File: src/rtl/nonlinear_pkg.sv
// ---------------------------------------------------------------------------
// nonlinear_pkg
// Shared types for the nonlinear unit command path.
//   op_e      : 4-bit operation code carried to the controller
//   nl_cmd_t  : decoded command fields as held in the FIFO / output register
//   err_e     : cause of an illegal instruction word being dropped
//   *_MSB/LSB : bit positions of each field in the 64-bit instruction word
//   is_legal_op() : true for the implemented operation codes
// ---------------------------------------------------------------------------
package nonlinear_pkg;

    localparam int OP_MSB    = 63;
    localparam int OP_LSB    = 60;
    localparam int BUB_MSB   = 59;
    localparam int BUB_LSB   = 56;
    localparam int CONT_MSB  = 55;
    localparam int CONT_LSB  = 54;
    localparam int DLEN_MSB  = 53;
    localparam int DLEN_LSB  = 44;
    localparam int DADDR_MSB = 43;
    localparam int DADDR_LSB = 28;
    localparam int WLEN_MSB  = 27;
    localparam int WLEN_LSB  = 24;
    localparam int WADDR_MSB = 23;
    localparam int WADDR_LSB = 18;
    localparam int OADDR_MSB = 17;
    localparam int OADDR_LSB = 2;
    localparam int RSVD_MSB  = 1;
    localparam int RSVD_LSB  = 0;

    typedef enum logic [3:0] {
        OP_SOFTMAX     = 4'd0,
        OP_SIGMOID     = 4'd1,
        OP_TANH        = 4'd2,
        OP_RELU        = 4'd3,
        OP_POOLING     = 4'd4,
        OP_AVG_POOLING = 4'd5
    } op_e;

    typedef struct packed {
        op_e         op;
        logic [3:0]  bubble;
        logic [1:0]  continuity;
        logic [9:0]  din_length;
        logic [15:0] din_addr;
        logic [3:0]  win_length;
        logic [5:0]  win_addr;
        logic [15:0] dout_addr;
    } nl_cmd_t;

    typedef enum logic [1:0] {
        ERR_NONE     = 2'd0,
        ERR_BAD_OP   = 2'd1,
        ERR_ZERO_LEN = 2'd2,
        ERR_RSVD     = 2'd3
    } err_e;

    // Codes above average_pooling are unimplemented and must be dropped.
    function automatic logic is_legal_op(input logic [3:0] op);
        return (op <= 4'd5);
    endfunction

endpackage

File: src/rtl/nonlinear_cmd_fifo.sv
// ---------------------------------------------------------------------------
// nonlinear_cmd_fifo
// Synchronous FIFO of decoded nl_cmd_t commands.
//   i_clk, i_rst_n : clock, asynchronous active-low reset
//   i_flush        : synchronous clear of all entries
//   i_push, i_data : write one command (ignored when full)
//   i_pop          : remove the head command (ignored when empty)
//   o_data         : head command (valid when !o_empty)
//   o_full, o_empty, o_count : occupancy status
// DEPTH must be a power of two so the pointers wrap naturally.
// ---------------------------------------------------------------------------
module nonlinear_cmd_fifo
    import nonlinear_pkg::*;
#(
    parameter int DEPTH = 4
) (
    input  logic                     i_clk,
    input  logic                     i_rst_n,
    input  logic                     i_flush,
    input  logic                     i_push,
    input  nl_cmd_t                  i_data,
    input  logic                     i_pop,
    output nl_cmd_t                  o_data,
    output logic                     o_full,
    output logic                     o_empty,
    output logic [$clog2(DEPTH):0]   o_count
);

    localparam int AW = $clog2(DEPTH);
    localparam logic [AW:0] FULL_CNT = (AW+1)'(DEPTH);

    nl_cmd_t         r_mem [DEPTH];
    logic [AW-1:0]   r_wr_ptr;
    logic [AW-1:0]   r_rd_ptr;
    logic [AW:0]     r_count;
    logic            w_do_push;
    logic            w_do_pop;

    assign o_full    = (r_count == FULL_CNT);
    assign o_empty   = (r_count == '0);
    assign o_count   = r_count;
    assign o_data    = r_mem[r_rd_ptr];
    assign w_do_push = i_push & ~o_full & ~i_flush;
    assign w_do_pop  = i_pop & ~o_empty & ~i_flush;

    // Storage carries no reset; only the pointers define what is valid.
    always_ff @(posedge i_clk) begin
        if (w_do_push) begin
            r_mem[r_wr_ptr] <= i_data;
        end
    end

    always_ff @(posedge i_clk or negedge i_rst_n) begin
        if (!i_rst_n) begin
            r_wr_ptr <= '0;
            r_rd_ptr <= '0;
            r_count  <= '0;
        end else if (i_flush) begin
            r_wr_ptr <= '0;
            r_rd_ptr <= '0;
            r_count  <= '0;
        end else begin
            if (w_do_push) begin
                r_wr_ptr <= r_wr_ptr + 1'b1;
            end
            if (w_do_pop) begin
                r_rd_ptr <= r_rd_ptr + 1'b1;
            end
            // Simultaneous push and pop leaves the count unchanged.
            case ({w_do_push, w_do_pop})
                2'b10:   r_count <= r_count + 1'b1;
                2'b01:   r_count <= r_count - 1'b1;
                default: r_count <= r_count;
            endcase
        end
    end

endmodule

File: src/rtl/nonlinear_cmd_decode.sv
// ---------------------------------------------------------------------------
// nonlinear_cmd_decode
// Issue stage in front of the nonlinear unit controller. Accepts packed
// 64-bit instruction words, validates them, buffers legal commands and
// presents them one at a time on a registered valid/ready interface.
//   i_clk, i_rst_n          : clock, asynchronous active-low reset
//   i_instr_valid/o_instr_ready/i_instr_data : instruction word input
//   i_flush                 : synchronous clear of buffered and pending commands
//   o_nl_valid/i_nl_ready   : command handshake toward the controller
//   o_nl_*                  : registered command fields
//   o_err_pulse             : one-cycle pulse when an illegal word is dropped
//   o_err_code              : cause of the most recent drop (err_e)
//   o_err_cnt               : saturating count of dropped words
//   o_idle                  : nothing buffered and no command presented
// ---------------------------------------------------------------------------
module nonlinear_cmd_decode
    import nonlinear_pkg::*;
#(
    parameter int DEPTH = 4,
    parameter int ERR_W = 8
) (
    input  logic              i_clk,
    input  logic              i_rst_n,
    input  logic              i_instr_valid,
    output logic              o_instr_ready,
    input  logic [63:0]       i_instr_data,
    input  logic              i_flush,
    output logic              o_nl_valid,
    input  logic              i_nl_ready,
    output logic [3:0]        o_nl_op,
    output logic [3:0]        o_nl_bubble,
    output logic [1:0]        o_nl_continuity,
    output logic [9:0]        o_nl_din_length,
    output logic [15:0]       o_nl_din_addr,
    output logic [3:0]        o_nl_win_length,
    output logic [5:0]        o_nl_win_addr,
    output logic [15:0]       o_nl_dout_addr,
    output logic              o_err_pulse,
    output logic [1:0]        o_err_code,
    output logic [ERR_W-1:0]  o_err_cnt,
    output logic              o_idle
);

    nl_cmd_t                 w_cmd;
    nl_cmd_t                 w_head;
    err_e                    w_err;
    logic                    w_accept;
    logic                    w_push;
    logic                    w_pop;
    logic                    w_load;
    logic                    w_full;
    logic                    w_empty;
    logic [$clog2(DEPTH):0]  w_count;

    nl_cmd_t                 r_cmd;
    logic                    r_nl_valid;
    logic                    r_err_pulse;
    err_e                    r_err_code;
    logic [ERR_W-1:0]        r_err_cnt;

    // Ready depends only on registered occupancy, so a pop in the same
    // cycle cannot open a slot; flush and reset force it low.
    assign o_instr_ready = i_rst_n & ~w_full & ~i_flush;
    assign w_accept      = i_instr_valid & o_instr_ready;
    assign w_push        = w_accept & (w_err == ERR_NONE);

    assign w_cmd.op         = op_e'(i_instr_data[OP_MSB:OP_LSB]);
    assign w_cmd.bubble     = i_instr_data[BUB_MSB:BUB_LSB];
    assign w_cmd.continuity = i_instr_data[CONT_MSB:CONT_LSB];
    assign w_cmd.din_length = i_instr_data[DLEN_MSB:DLEN_LSB];
    assign w_cmd.din_addr   = i_instr_data[DADDR_MSB:DADDR_LSB];
    assign w_cmd.win_length = i_instr_data[WLEN_MSB:WLEN_LSB];
    assign w_cmd.win_addr   = i_instr_data[WADDR_MSB:WADDR_LSB];
    assign w_cmd.dout_addr  = i_instr_data[OADDR_MSB:OADDR_LSB];

    // Checks in priority order; only the first failing cause is reported.
    always_comb begin
        w_err = ERR_NONE;
        if (!is_legal_op(i_instr_data[OP_MSB:OP_LSB])) begin
            w_err = ERR_BAD_OP;
        end else if (i_instr_data[DLEN_MSB:DLEN_LSB] == '0) begin
            w_err = ERR_ZERO_LEN;
        end else if (i_instr_data[RSVD_MSB:RSVD_LSB] != '0) begin
            w_err = ERR_RSVD;
        end
    end

    nonlinear_cmd_fifo #(
        .DEPTH (DEPTH)
    ) u_fifo (
        .i_clk   (i_clk),
        .i_rst_n (i_rst_n),
        .i_flush (i_flush),
        .i_push  (w_push),
        .i_data  (w_cmd),
        .i_pop   (w_pop),
        .o_data  (w_head),
        .o_full  (w_full),
        .o_empty (w_empty),
        .o_count (w_count)
    );

    // The output register refills whenever it is empty or being consumed,
    // giving one command per cycle under continuous ready.
    assign w_load = ~r_nl_valid | i_nl_ready;
    assign w_pop  = w_load & ~w_empty & ~i_flush;

    always_ff @(posedge i_clk or negedge i_rst_n) begin
        if (!i_rst_n) begin
            r_nl_valid <= 1'b0;
            r_cmd      <= '0;
        end else if (i_flush) begin
            r_nl_valid <= 1'b0;
        end else if (w_load) begin
            r_nl_valid <= ~w_empty;
            if (!w_empty) begin
                r_cmd <= w_head;
            end
        end
    end

    // Error reporting survives flush; only reset clears it.
    always_ff @(posedge i_clk or negedge i_rst_n) begin
        if (!i_rst_n) begin
            r_err_pulse <= 1'b0;
            r_err_code  <= ERR_NONE;
            r_err_cnt   <= '0;
        end else begin
            r_err_pulse <= 1'b0;
            if (w_accept && (w_err != ERR_NONE)) begin
                r_err_pulse <= 1'b1;
                r_err_code  <= w_err;
                if (r_err_cnt != '1) begin
                    r_err_cnt <= r_err_cnt + 1'b1;
                end
            end
        end
    end

    assign o_nl_valid      = r_nl_valid;
    assign o_nl_op         = r_cmd.op;
    assign o_nl_bubble     = r_cmd.bubble;
    assign o_nl_continuity = r_cmd.continuity;
    assign o_nl_din_length = r_cmd.din_length;
    assign o_nl_din_addr   = r_cmd.din_addr;
    assign o_nl_win_length = r_cmd.win_length;
    assign o_nl_win_addr   = r_cmd.win_addr;
    assign o_nl_dout_addr  = r_cmd.dout_addr;
    assign o_err_pulse     = r_err_pulse;
    assign o_err_code      = r_err_code;
    assign o_err_cnt       = r_err_cnt;
    assign o_idle          = (w_count == '0) & ~r_nl_valid;

endmodule

File: config.mk
export PLATFORM = sky130hd
export DESIGN_NAME = nonlinear_cmd_decode
export DESIGN_NICKNAME = d
export VERILOG_FILES = /design/src/rtl/nonlinear_pkg.sv /design/src/rtl/nonlinear_cmd_fifo.sv /design/src/rtl/nonlinear_cmd_decode.sv
export SDC_FILE = /design/constraint.sdc
export NUM_CORES = 1
export LEC_CHECK = 0
export ABC_CLOCK_PERIOD_IN_PS = 3400
export BUFFER_PORTS_ARGS = -buffer_cell sky130_fd_sc_hd__buf_2
export CAP_MARGIN = 20
export CORE_UTILIZATION = 40
export CTS_BUF_LIST = sky130_fd_sc_hd__clkbuf_8
export CTS_CLUSTER_DIAMETER = 40
export DETAILED_ROUTE_END_ITERATION = 8
export PLACE_DENSITY = 0.71
export SLEW_MARGIN = 20
export SYNTH_ARGS = -nofsm -noshare
export SYNTH_HDL_FRONTEND = slang
export SYNTH_HIERARCHICAL = 1
export SYNTH_SLANG_ARGS = --single-unit
export TNS_END_PERCENT = 1
File: constraint.sdc
create_clock -name i_clk -period 3.4 [get_ports i_clk]
set_clock_uncertainty 0.05 [all_clocks]
set_input_delay 0.85 -clock i_clk [delete_from_list [all_inputs] [get_ports i_clk]]
set_output_delay 0.85 -clock i_clk [all_outputs]
set_load 0.02 [all_outputs]
==> reports/metrics.yaml, run 1 <==
coreArea_um2: 31500
run_status: "finished, final reports clean"
synth_edf_count: 248
place_area_um2: 14100
cap_viol_max_count: 0
design_area_um2: 15300
grt_max_degree: 64
ctsHoldBuffers: 0
dp_hpwl_um: 15800
ys_ff_latch: 329
io_buffers: 144
cts_resized: 0
die_h_um: 181
cellLeakagePower_nw: 5.96
netlist_area_um2: 12800
rows: 65
final_cell_mix: "edfxtp_1 (248), buf_2 (143), dfrtp_1 (79), mux4_2 (62)"
hp-class: "in -> async"
gp_congestion: 0.762
synth_seq_area_share_pct: 74.1
area_growth_pct: 19.7
synth_ff_type: "edfxtp_1"
rsz0062_at_grt: "no"
nets: 861
avgSynthCellArea_um2: 21.9
r2r_cells: 9
ys_warn_count: 6
io_pins: 145
cts_buffers: 57
antenna_found_initial: 4
period_share_pct: 81.9
cts_tree: "built"
tightest_slew_ns: 0.954
num_vias: 6132
setup_violations: 0
worst_slack_ns: 0.615
post_drt_wl_per_cell_um: 19.9
crit_path_end_kind: "flop"
grt.total_usage_pct: 15.4
finalMaxSlewViolations: 0
fin_setup_tns_ns: 0
start_util_pct: 40.6
fillers: 2616
drc: 0
htree_levels: 2
drive_gt1_share_pct: 46.4
critPathLaunchType: "flop"
finalWirelength_um: 24700
insertion_delay_ns: 0.57
drt_iter0_drc: 524
detail-route-antenna-nets: 0
synth_cell_type_count: 50
post_drt_via_cell_ratio: 4.95
cts_setup_buffers: 0
clkSinkCount: 329
drtPass1Iterations: 4
fin_hold_ws_ns: 0.313
r2r_start: "u_fifo/o_count[2]$_DFFE_PN0P_"
rrSetupSlack_ns: 0.62
power_density_nw_per_um2: 573
critPathArrivalTime_ns: 3.01
grt_pass1_wl_um: 38300
finish.utilization_pct: 48.6
worstSetupPathType: "reg -> reg"
synth_nets: 658
pre_cts_slack_ns: 0.121
clkTransAtPathRegs_ns: 0.06
cts_max_path_buffers: 3
final_common_cell: "edfxtp_1"
r2r_end: "u_fifo/r_mem[3][4]$_DFFE_PP_"
cp_max_fo: 11
ys_async_sr_fraction_pct: 24.6
cts_root_buf: "clkbuf_8"
syn_inst: 583
die_area_um2: 32700
cp.required_ns: 3.62
worst_ir_drop_vdd_mv: 0.494
slew_headroom_pct: 36.4
die_w_um: 181
hold_violations: 0
fin_crit_ns: 2.78
fmax_mhz: 359
gr-total-overflow: 0
grt_pass1_vias: 6656
-- routing by layer --
metal	vias up	global-route usage [%]	wire (µm)
met1	3159	20.8	10900
met5	-	0	10
met4	2	3.93	259
li1	2774	-	-
met3	24	4.31	1460
met2	173	24.7	12100
-- synthesized netlist by cell type, types with 6 or more instances --
cell / instances / share of area (%)
nand2_1: 8 / 0.23
nor2_1: 11 / 0.32
dfrtp_1: 81 / 16
buf_12: 6 / 0.94
buf_2: 11 / 0.43
and2_1: 7 / 0.34
buf_6: 7 / 0.62
mux2_4: 59 / 6.9
edfxtp_1: 248 / 58
mux4_2: 62 / 11
xnor2_1: 6 / 0.41
-- flip-flops by register name (all words and copies together), names as in the netlist, 3 cells and up --
| name | flops |
|---|---|
| u_fifo/r_mem | 248 |
| o_nl_bubble | 4 |
| o_nl_dout_addr | 16 |
| o_nl_win_length | 4 |
| o_nl_win_addr | 6 |
| o_nl_op | 4 |
| o_err_cnt | 8 |
| o_nl_din_length | 10 |
| o_nl_din_addr | 16 |
| u_fifo/o_count | 3 |
-- logic make-up (layout without fill, tap and decap cells) --
kind of cell	count (synthesis)	after routing	synth area share, %
DFF	329	329	74.1
adders and majority gates	6	6	0.646
and+or+nand+nor	56	56	2.63
xor gates and xnor gates	8	8	0.548
other	0	3	0
muxes	128	128	18.5
AOI/OAI and AO/OA	24	24	1.33
buffers and inverters	32	283	2.28
-- worst max-delay path, cell delays in order (launching register included) --
cell,delay (ns)
dfrtp_1,0.48
nand2b_1,0.17
nor2_1,0.09
nor3b_2,0.27
nand2_1,0.17
nor2_1,0.19
buf_4,0.20
nor3b_2,0.29
and2_4,0.37
buf_4,0.22
-- report_power, final --
part	internal (mW)	leakage (nW)	switching, mW	total, mW
clock network	2.08	0.652	1.56	3.63
logic	0.260	1.99	0.330	0.590
registers	4.45	3.31	0.0944	4.54
total	6.79	5.96	1.98	8.77
-- final cells by class --
type | count | area, µm² | share of cell area [%]
Tap cell | 402 | 503 | 3.29
Clock buffer | 59 | 812 | 5.31
Inverter | 5 | 18.8 | 0.123
Antenna cell | 3 | 7.51 | 0.0491
Clock inverter | 48 | 367 | 2.40
Sequential cell | 329 | 9480 | 62.0
Timing Repair Buffer | 171 | 1080 | 7.03
Multi-Input combinational cell | 222 | 3030 | 19.8
-- through the flow --
step / power, mW / std cells
after floorplan: 4.94 / 583
after global placement: 5.21 / 1129
after detailed placement: 5.22 / 1129
after CTS: 8.88 / 1236
after global routing: 9.11 / 1236
final: 8.77 / 1239
-- worst max path at each step --
| stage | startpoint | to | depth (start not counted) |
|---|---|---|---|
| after detailed placement | i_instr_data[62] | u_fifo/r_mem[3][56]$_DFFE_PP_ | 8 |
| after global placement | i_instr_data[62] | u_fifo/o_count[1]$_DFFE_PN0P_ | 11 |
| after floorplan | i_instr_data[62] | u_fifo/r_mem[1][0]$_DFFE_PP_ | 6 |
| after global routing | u_fifo/o_count[0]$_DFFE_PN0P_ | u_fifo/o_count[1]$_DFFE_PN0P_ | 11 |
| after CTS | u_fifo/o_count[2]$_DFFE_PN0P_ | u_fifo/r_mem[3][4]$_DFFE_PP_ | 9 |
| final | u_fifo/o_count[2]$_DFFE_PN0P_ | u_fifo/r_mem[3][4]$_DFFE_PP_ | 9 |
No activity file was read; power rests on OpenSTA's default activity.
==> run 2: changes to the inputs <==
ABC_CLOCK_PERIOD_IN_PS = 2700   (was 3400)
PLACE_DENSITY = 0.69   (was 0.71)
clock period = 2.7 ns   (was 3.4 ns; I/O delays follow)
==> run 2 against run 1 <==
  * The flow now finishes with violations (DRC)
  * Hold slack got worse by 0.096 ns
  * Wire length fell by 1.1%
  * Sequential share of layout area fell by 0.75 points
  * Critical path depth fell by 4
  * Register-to-register slack got worse by 0.34 ns
  * Via count rose by 0.57%
  * Critical path type is now reg -> out
  * Largest cell class unchanged
  * Largest power group unchanged
==> reports/metrics.yaml, run 2 (same netlist as run 1, synthesis figures left out) <==
setup_violations: 0
pre_cts_slack_ns: -0.154
run_status: "complete, but fails checks"
cts_buffers: 57
io_pins: 145
power.total_mw: 10.9
post_drt_via_cell_ratio: 4.93
cts_setup_buffers: 0
final_cell_mix: "edfxtp_1 (248), buf_2 (143), dfrtp_1 (79), clkbuf_8 (66), mux4_2 (62)"
worst_path_max_delay_cell: "dfrtp_1"
r2r_end: "u_fifo/o_count[1]$_DFFE_PN0P_"
gr-total-overflow: 0
final-seq-area_um2: 9480
drive_gt1_share_pct: 47.8
period_share_pct: 93.4
grt_pass1_vias: 6677
worst_slack_ns: 0.177
rows: 65
cpPeakStageDelay_ns: 0.37
violations: "DRC"
post_drt_wl_per_cell_um: 19.5
insertion_delay_ns: 0.57
cap_viol_max_count: 0
rsz0062_at_grt: "no"
hp-class: "in -> async"
r2r_cells: 11
cts_max_path_buffers: 3
path_cells: "nand2b_1 -> nor2_1 -> nor3b_4 -> buf_4 -> buf_2"
cp_max_fo: 3
dp_hpwl_um: 15600
nets: 878
r2r_start: "u_fifo/o_count[1]$_DFFE_PN0P_"
die_h_um: 181
hold_violations: 0
insertedDiodeCount: 0
htree_levels: 2
grt.total_usage_pct: 15.4
power_density_nw_per_um2: 704
antenna_found_initial: 1
worst-path-buf-inv: 2
die_area_um2: 32700
gp_congestion: 0.738
worst_ir_drop_vdd_mv: 0.370
start_util_pct: 40.6
crit_path_end_kind: "primary output"
rrSetupSlack_ns: 0.28
cts_tree: "built"
area_growth_pct: 21.1
fmax_mhz: 396
num_vias: 6167
clkSinkCount: 329
largest_reg_flops: 248
drtPass1Iterations: 6
coreArea_um2: 31500
detail-route-antenna-nets: 0
finalWirelength_um: 24400
dp_cells: 1146
fin_crit_ns: 2.52
finish.utilization_pct: 49.2
multi_input_area_um2: 3060
crit_family: "simple AND/OR/NAND/NOR gates"
critPathLaunchType: "flop"
cts_root_buf: "clkbuf_8"
tightest_slew_ns: 0.690
drc: 2
slew_headroom_pct: 54.0
grt_pass1_wl_um: 38500
top_register: "u_fifo/r_mem"
drt_iter0_drc: 482
io_buffers: 144
cellLeakagePower_nw: 6.06
final_common_cell: "edfxtp_1"
ctsHoldBuffers: 0
cp.required_ns: 1.98
clkTransAtPathRegs_ns: 0.06
grt_max_degree: 63
finalMaxSlewViolations: 0
fillers: 2561
fin_hold_ws_ns: 0.217
die_w_um: 181
critPathArrivalTime_ns: 1.80
fin_cells: 1252
worstSetupPathType: "reg -> out"
[run 2: cell count changes in the layout (fill, tap and decap cells not counted), moves of 2 or more]
cell and change:
buf_4 +12, clkbuf_8 +7, buf_12 +5, bufinv_16 -3, clkinv_1 -3, diode_2 -3
clkinv_2 -2, inv_1 +2, inv_6 -2
[run 2: layout make-up]
cell class	count	share of cell area, %
clock buffer	66	5.87
clock inverter	40	1.59
inverter	5	0.121
multi-input combinational	222	19.8
sequential	329	61.2
tap	402	3.25
timing repair buffer	188	8.18
[run 2: worst reg2reg max path, delay by kind of cell (launching register included)]
kind / cells / cell delay (ns)
AOI/OAI and AO/OA: 3 / 0.46
adders and majority gates: 1 / 0.48
buffers and inverters: 3 / 0.28
and+or+nand+nor: 4 / 0.68
DFF: 1 / 0.37
[run 2: where the power goes]
group          switching [mW]  internal (mW)  total (mW)
Sequential              0.118           5.60        5.72
Combinational           0.415          0.338       0.753
Clock                    1.92           2.51        4.43
Total                    2.45           8.45        10.9
[run 2: worst max path at each step]
stage                                             start                             to  depth (start not counted)
after CTS                 u_fifo/o_count[1]$_DFFE_PN0P_  u_fifo/o_count[1]$_DFFE_PN0P_                         11
after global placement                 i_instr_data[62]  u_fifo/o_count[1]$_DFFE_PN0P_                         11
after global routing      u_fifo/o_count[1]$_DFFE_PN0P_                  o_instr_ready                          5
after detailed placement               i_instr_data[62]  u_fifo/o_count[1]$_DFFE_PN0P_                         11
after floorplan                        i_instr_data[62]   u_fifo/r_mem[0][0]$_DFFE_PP_                          6
final                     u_fifo/o_count[1]$_DFFE_PN0P_                  o_instr_ready                          5
[run 2: through the flow]
step | instance area [µm²] | setup TNS [ns]
5_1_grt | 15500 | 0
3_3_place_gp | 14300 | -8.70
2_1_floorplan | 12800 | -20.29
6_report | 15500 | 0
3_5_place_dp | 14300 | -11.67
4_1_cts | 15500 | 0
[run 2: what timing repair did]
| item | 4_1_cts | 5_1_grt |
|---|---|---|
| hold endpoints to repair | 0 | 0 |
| endpoints found under the setup margin | 0 | 1 |
| resized for setup | 0 | 1 |
[run 2: routing by layer]
| layer | vias to the layer above | wire [µm] | track usage [%] |
|---|---|---|---|
| met3 | 47 | 1310 | 3.49 |
| li1 | 2814 | - | - |
| met2 | 182 | 11600 | 24.7 |
| met1 | 3122 | 11000 | 21.2 |
| met4 | 2 | 472 | 4.62 |
| met5 | - | 14 | 0 |
